[src/rtl/seq_div_unit.sv]
// -----------------------------------------------------------------------------
// seq_div_unit
//   Multi-cycle RV32M-style integer divider (div/divu/rem/remu). Restoring
//   radix-2: one quotient bit per clock. Sits beside the EX-stage ALU; the
//   pipeline stalls while busy_o is high and captures res_o on done_o.
//
// Ports
//   clk      in   rising-edge clock
//   rst      in   asynchronous, active-high reset
//   start_i  in   request, only sampled while idle
//   a_i      in   dividend (latched at start)
//   b_i      in   divisor  (latched at start)
//   op_i     in   00=div 01=divu 10=rem 11=remu (latched at start)
//   busy_o   out  operation in progress
//   ready_o  out  ~busy_o
//   done_o   out  one-cycle pulse, res_o valid
//   res_o    out  result, held until the next done_o
//
// Build option
//   DIV_BYPASS_EN : divide-by-zero and signed overflow skip the iteration
//                   loop and finish one edge after start. Results are the
//                   same with or without it; only latency changes.
// -----------------------------------------------------------------------------
module seq_div_unit #(
  parameter int DATA_WIDTH = 32
) (
  input  logic                  clk,
  input  logic                  rst,
  input  logic                  start_i,
  input  logic [DATA_WIDTH-1:0] a_i,
  input  logic [DATA_WIDTH-1:0] b_i,
  input  logic [1:0]            op_i,
  output logic                  busy_o,
  output logic                  ready_o,
  output logic                  done_o,
  output logic [DATA_WIDTH-1:0] res_o
);

  localparam int W  = DATA_WIDTH;
  localparam int CW = $clog2(DATA_WIDTH) + 1;

  typedef enum logic [1:0] {
    S_IDLE = 2'd0,
    S_CALC = 2'd1,
    S_FIX  = 2'd2
  } state_t;

  state_t         state_q, state_d;
  logic [W-1:0]   quot_q, quot_d;   // dividend shifts out, quotient shifts in
  logic [W-1:0]   rem_q,  rem_d;    // partial remainder, always < divisor
  logic [W-1:0]   dvs_q,  dvs_d;    // divisor magnitude
  logic [CW-1:0]  cnt_q,  cnt_d;
  logic [1:0]     op_q,   op_d;
  logic           negq_q, negq_d;   // negate quotient in FIX
  logic           negr_q, negr_d;   // negate remainder in FIX
  logic           busy_q, busy_d;
  logic           done_q, done_d;
  logic [W-1:0]   res_q,  res_d;

  // Operand magnitudes. Taken in W+1 bits so |most-negative| is exact;
  // the top bit is always zero afterwards and only the low W bits are kept.
  logic         signed_op;
  logic [W:0]   a_ext, b_ext, a_abs, b_abs;
  logic [W-1:0] a_mag, b_mag;
  logic         b_zero;
  logic         unused_abs_msb;

  // One iteration step. The subtractor is W+1 bits; since rem < divisor,
  // the shifted value is < 2*divisor, so diff[W] is exactly the borrow.
  logic [W:0]   shifted, diff;
  logic         ge;

  logic [W-1:0] q_fix, r_fix;

`ifdef DIV_BYPASS_EN
  logic [W-1:0] most_neg;
  logic         ovf;
`endif

  always_comb begin
    signed_op      = ~op_i[0];
    a_ext          = {a_i[W-1] & signed_op, a_i};
    b_ext          = {b_i[W-1] & signed_op, b_i};
    a_abs          = a_ext[W] ? (~a_ext + 1'b1) : a_ext;
    b_abs          = b_ext[W] ? (~b_ext + 1'b1) : b_ext;
    a_mag          = a_abs[W-1:0];
    b_mag          = b_abs[W-1:0];
    b_zero         = (b_i == '0);
    unused_abs_msb = a_abs[W] ^ b_abs[W];

    shifted = {rem_q, quot_q[W-1]};
    diff    = shifted - {1'b0, dvs_q};
    ge      = ~diff[W];

    q_fix = negq_q ? (~quot_q + 1'b1) : quot_q;
    r_fix = negr_q ? (~rem_q  + 1'b1) : rem_q;

`ifdef DIV_BYPASS_EN
    most_neg = {1'b1, {(W-1){1'b0}}};
    ovf      = signed_op && (a_i == most_neg) && (b_i == '1);
`endif

    state_d = state_q;
    quot_d  = quot_q;
    rem_d   = rem_q;
    dvs_d   = dvs_q;
    cnt_d   = cnt_q;
    op_d    = op_q;
    negq_d  = negq_q;
    negr_d  = negr_q;
    busy_d  = busy_q;
    done_d  = 1'b0;
    res_d   = res_q;

    unique case (state_q)
      S_IDLE: begin
        if (start_i) begin
          quot_d  = a_mag;
          dvs_d   = b_mag;
          rem_d   = '0;
          cnt_d   = CW'(W);
          op_d    = op_i;
          // Quotient sign fix is suppressed on /0 so div keeps all ones.
          // Remainder sign fix on /0 turns |a| back into the original a.
          negq_d  = signed_op & (a_i[W-1] ^ b_i[W-1]) & ~b_zero;
          negr_d  = signed_op & a_i[W-1];
          busy_d  = 1'b1;
          state_d = S_CALC;
`ifdef DIV_BYPASS_EN
          // Preload what the loop would have produced and go straight to FIX.
          if (b_zero) begin
            quot_d  = '1;
            rem_d   = a_mag;
            state_d = S_FIX;
          end else if (ovf) begin
            quot_d  = a_mag;
            rem_d   = '0;
            state_d = S_FIX;
          end
`endif
        end
      end

      S_CALC: begin
        rem_d  = ge ? diff[W-1:0] : shifted[W-1:0];
        quot_d = {quot_q[W-2:0], ge};
        cnt_d  = cnt_q - CW'(1);
        if (cnt_q == CW'(1)) state_d = S_FIX;
      end

      S_FIX: begin
        res_d   = op_q[1] ? r_fix : q_fix;
        done_d  = 1'b1;
        busy_d  = 1'b0;
        state_d = S_IDLE;
      end

      default: begin
        busy_d  = 1'b0;
        state_d = S_IDLE;
      end
    endcase
  end

  always_ff @(posedge clk or posedge rst) begin
    if (rst) begin
      state_q <= S_IDLE;
      quot_q  <= '0;
      rem_q   <= '0;
      dvs_q   <= '0;
      cnt_q   <= '0;
      op_q    <= '0;
      negq_q  <= 1'b0;
      negr_q  <= 1'b0;
      busy_q  <= 1'b0;
      done_q  <= 1'b0;
      res_q   <= '0;
    end else begin
      state_q <= state_d;
      quot_q  <= quot_d;
      rem_q   <= rem_d;
      dvs_q   <= dvs_d;
      cnt_q   <= cnt_d;
      op_q    <= op_d;
      negq_q  <= negq_d;
      negr_q  <= negr_d;
      busy_q  <= busy_d;
      done_q  <= done_d;
      res_q   <= res_d;
    end
  end

  assign busy_o  = busy_q;
  assign ready_o = ~busy_q;
  assign done_o  = done_q;
  assign res_o   = res_q;

endmodule

[config.mk]
export PLATFORM = sky130hd
export DESIGN_NAME = seq_div_unit
export DESIGN_NICKNAME = d
export VERILOG_FILES = /design/src/rtl/seq_div_unit.sv
export SDC_FILE = /design/constraint.sdc
export NUM_CORES = 1
export LEC_CHECK = 0
export CAP_MARGIN = 20
export CORE_ASPECT_RATIO = 1.25
export CORE_MARGIN = 1
export CORE_UTILIZATION = 55
export CTS_BUF_LIST = sky130_fd_sc_hd__clkbuf_16
export DETAILED_ROUTE_END_ITERATION = 12
export DONT_BUFFER_PORTS = 1
export GPL_ROUTABILITY_DRIVEN = 0
export PLACE_DENSITY = 0.7
export SKIP_CTS_REPAIR_TIMING = 1
export SLEW_MARGIN = 10
export SYNTH_ARGS = -nofsm -noshare
export SYNTH_HDL_FRONTEND = slang
export SYNTH_SLANG_ARGS = --single-unit
[constraint.sdc]
create_clock -name clk -period 5.24 [get_ports clk]
set_clock_uncertainty 0.05 [all_clocks]
set_input_delay 1.048 -clock clk [delete_from_list [all_inputs] [get_ports clk]]
set_output_delay 1.048 -clock clk [all_outputs]
set_load 0.05 [all_outputs]
==> impl_metrics.toml <==
[grt]
grt_use_total = 0.273
grt_max_degree = 113
grt_pass1_wl_mm = 42.3
grt_busiest_layer = "met2"
antenna_found_initial = 0
use_met3 = 0.0598
grt-ovfl-total = 0
grt.met2_usage = 0.460
grt_use_met1 = 0.338
grt_pass1_vias = 8488

[setup_path]
r2r-end = "rem_q[1]"
cp_max_fo = 23
reg2regPathDepth = 13
regToRegSetupSlack_ns = 1.37
worstPathArrival_ns = 4.15
cp.required_ns = 5.51
endpoint_kind = "flip-flop"
critPathKind = "flip-flop to flip-flop"
startpoint_type = "flip-flop"
r2r-start = "quot_q[31]"

[cells_and_area]
seq_area_um2 = 3530
multi_input_area_um2 = 6300
n_fill_cell = 1626
drive_gt1_frac = 0.0554
antennaDiodeCount = 0
syn2layout_area_growth_pct = 7.72
nNetsFinal = 1323

[pwr]
internal_power_mw = 4.43
power_frac_comb = 0.561
switching_share = 0.476
ir_drop_mv = 0.339
power_density_nw_per_um2 = 762
leakagePower_nw = 4.65
p_sw_mw = 4.02
clkPwrFrac = 0.152
pwr-share-seq = 0.287

[die]
ioPinCount = 104
rows = 55
die_x_um = 124
core_area_um2 = 18200
dieHeight_um = 155
die_area_um2 = 19300
start_util = 0.564

[detailed_routing]
via_per_inst = 6.08
vias = 8850
drt-pass1-iter-count = 8
dr.first_iter.drc_count = 661
ant_nets = 0
wirelength_mm = 25.9
drc = 0
post_drt_wl_per_cell_um = 17.8

[flow_run]
drv_cap = 0

[clocking]
clk_latency_ns = 0.44
cts.htree.levels = 4
cts_buffers = 17
root_buffer = "clkbuf_16"
cts_tree = "yes"
path_clk_slew_ns = 0.06
clockBufferDepth = 2
clock_sinks = 141

[timing]
hold_viol = 0
worst_pin_slew_ns = 1.08
rsz0062_at_grt = "false"
period_share = 0.739
clock.fmax_ghz = 0.258
slew_violations = 0
fin_ws_ns = 1.37
setup_tns_ns = 0
maxSlewHeadroom = 0.279
layout_min_cycle_time_ns = 3.87
setup_violations = 0

[synth]
async_flop_share = 1.00
ys.flop_type = "dfrtp_1"
syn_nets = 1359
synthTopCellsByArea = "dfrtp_1 34%, xnor2_1 8.3%, o21ai_0 8.1%"
synth_cells = 1251
avgSynthCellArea_um2 = 8.23
yosysTopAreaCellShare = 0.343
yosys_register_bits = 141
yosys.area.top_type = "dfrtp_1"
synth-edff-count = 0
ys_seq_area_frac = 0.343
synth.distinct_cells = 59
synth_area_um2 = 10300
ys_warn_count = 0

[placed_design]
dp_hpwl_mm = 19.3
portBuffers = 0
pre_cts_ws_ns = 1.38

[run_status]
status = "finished clean"

[min_path]
hold_path_class = "primary input to async pin"
[state kept, by name (all words and copies together) (netlist names)]
signal and count:
dvs_q 32, state_q 2, rem_q 32, busy_o 1, quot_q 32, negr_q 1
negq_q 1, res_o 32, done_o 1, cnt_q 6, op_q 1
[layout by cell type (no fill, tap or decap), types with 5 or more instances in the layout]
cell type    n
a21o_1       8
a21oi_1     79
a22oi_1     29
a31oi_1     10
a32oi_1      8
and3_1       6
buf_4        8
clkbuf_16   17
dfrtp_1    141
ha_1        38
inv_1       68
mux2_2       5
mux2i_1     31
nand2_1    166
nand2b_1    15
nand3_1     13
nand4_1      5
nor2_1      59
nor2b_1      9
nor3_1      15
nor4_1      17
o211ai_1     7
o21a_1       5
o21ai_0    166
o21ai_1     19
o21bai_1     8
o22ai_1      6
o31ai_1     21
o41ai_1     14
or3_1       10
or4_1        8
xnor2_1     98
xor2_1      46
[metrics by stage]
step	util	total power, mW	hold slack, ns	instance area [µm²]	std cells
floorplan	-	6.03	0.396	10300	1251
global placement	0.572	7.01	0.410	10400	1423
detailed placement	0.572	7.11	0.420	10400	1423
CTS	0.606	8.42	0.432	11100	1455
global route	0.608	9.13	0.444	11100	1456
finish	0.608	8.45	0.420	11100	1456
[worst max-delay path by stage]
stage	start	end
3_5_place_dp	quot_q[31]	rem_q[1]
4_1_cts	quot_q[31]	rem_q[1]
3_3_place_gp	quot_q[31]	rem_q[1]
5_1_grt	quot_q[31]	rem_q[1]
2_1_floorplan	rst	busy_o
6_report	quot_q[31]	rem_q[1]
[logic make-up after synthesis]
| family | synth area share |
|---|---|
| compound gates | 0.237 |
| simple gates | 0.165 |
| xor+xnor | 0.123 |
| flops | 0.343 |
| buf+inv | 0.0485 |
| fa+ha+maj | 0.0481 |
| mux | 0.0356 |
[synthesized netlist by cell type, types with 9 or more instances]
master,count
nand2_1,167
o21ai_0,166
dfrtp_1,141
xnor2_1,98
a21oi_1,79
inv_1,68
nor2_1,60
clkbuf_1,54
xor2_1,47
ha_1,38
mux2i_1,31
a22oi_1,29
o31ai_1,21
o21ai_1,20
nor4_1,17
nand2b_1,15
nor3_1,15
nand3_1,14
o41ai_1,14
a31oi_1,10
or3_1,10
nor2b_1,9
[power by group through the flow]
| stage | Clock [mW] | Sequential (mW) | Combinational, mW |
|---|---|---|---|
| 2_1_floorplan | 0 | 2.12 | 3.91 |
| 3_3_place_gp | 0 | 2.40 | 4.60 |
| 3_5_place_dp | 0 | 2.43 | 4.69 |
| 4_1_cts | 1.30 | 2.41 | 4.72 |
| 5_1_grt | 1.34 | 2.49 | 5.30 |
| 6_report | 1.29 | 2.42 | 4.74 |
[worst max-delay path: stages (launching register included)]
cell and delay (ns):
dfrtp_1 0.40, inv_1 0.08, ha_1 0.22, fa_1 0.40, nand2b_1 0.19, a21o_1 0.19, a31o_2 0.22, o211ai_1 0.30
a21oi_1 0.18, o21ai_1 0.42, xor2_4 0.32, buf_4 0.41, nand2_1 0.11, a32o_1 0.26
[metal layers]
metal / vias to the layer above / share of wire
li1: 4376 / -
met1: 4169 / 0.44
met2: 248 / 0.48
met3: 57 / 0.055
met4: 0 / 0.028
met5: - / 0
[final cells by class]
class / instances / area share
Clock buffer: 17 / 0.0384
Clock inverter: 15 / 0.0176
Inverter: 68 / 0.0235
Multi-Input combinational cell: 978 / 0.569
Sequential cell: 141 / 0.318
Tap cell: 228 / 0.0257
Timing Repair Buffer: 9 / 0.00790
No activity file was read; power rests on OpenSTA's default activity.
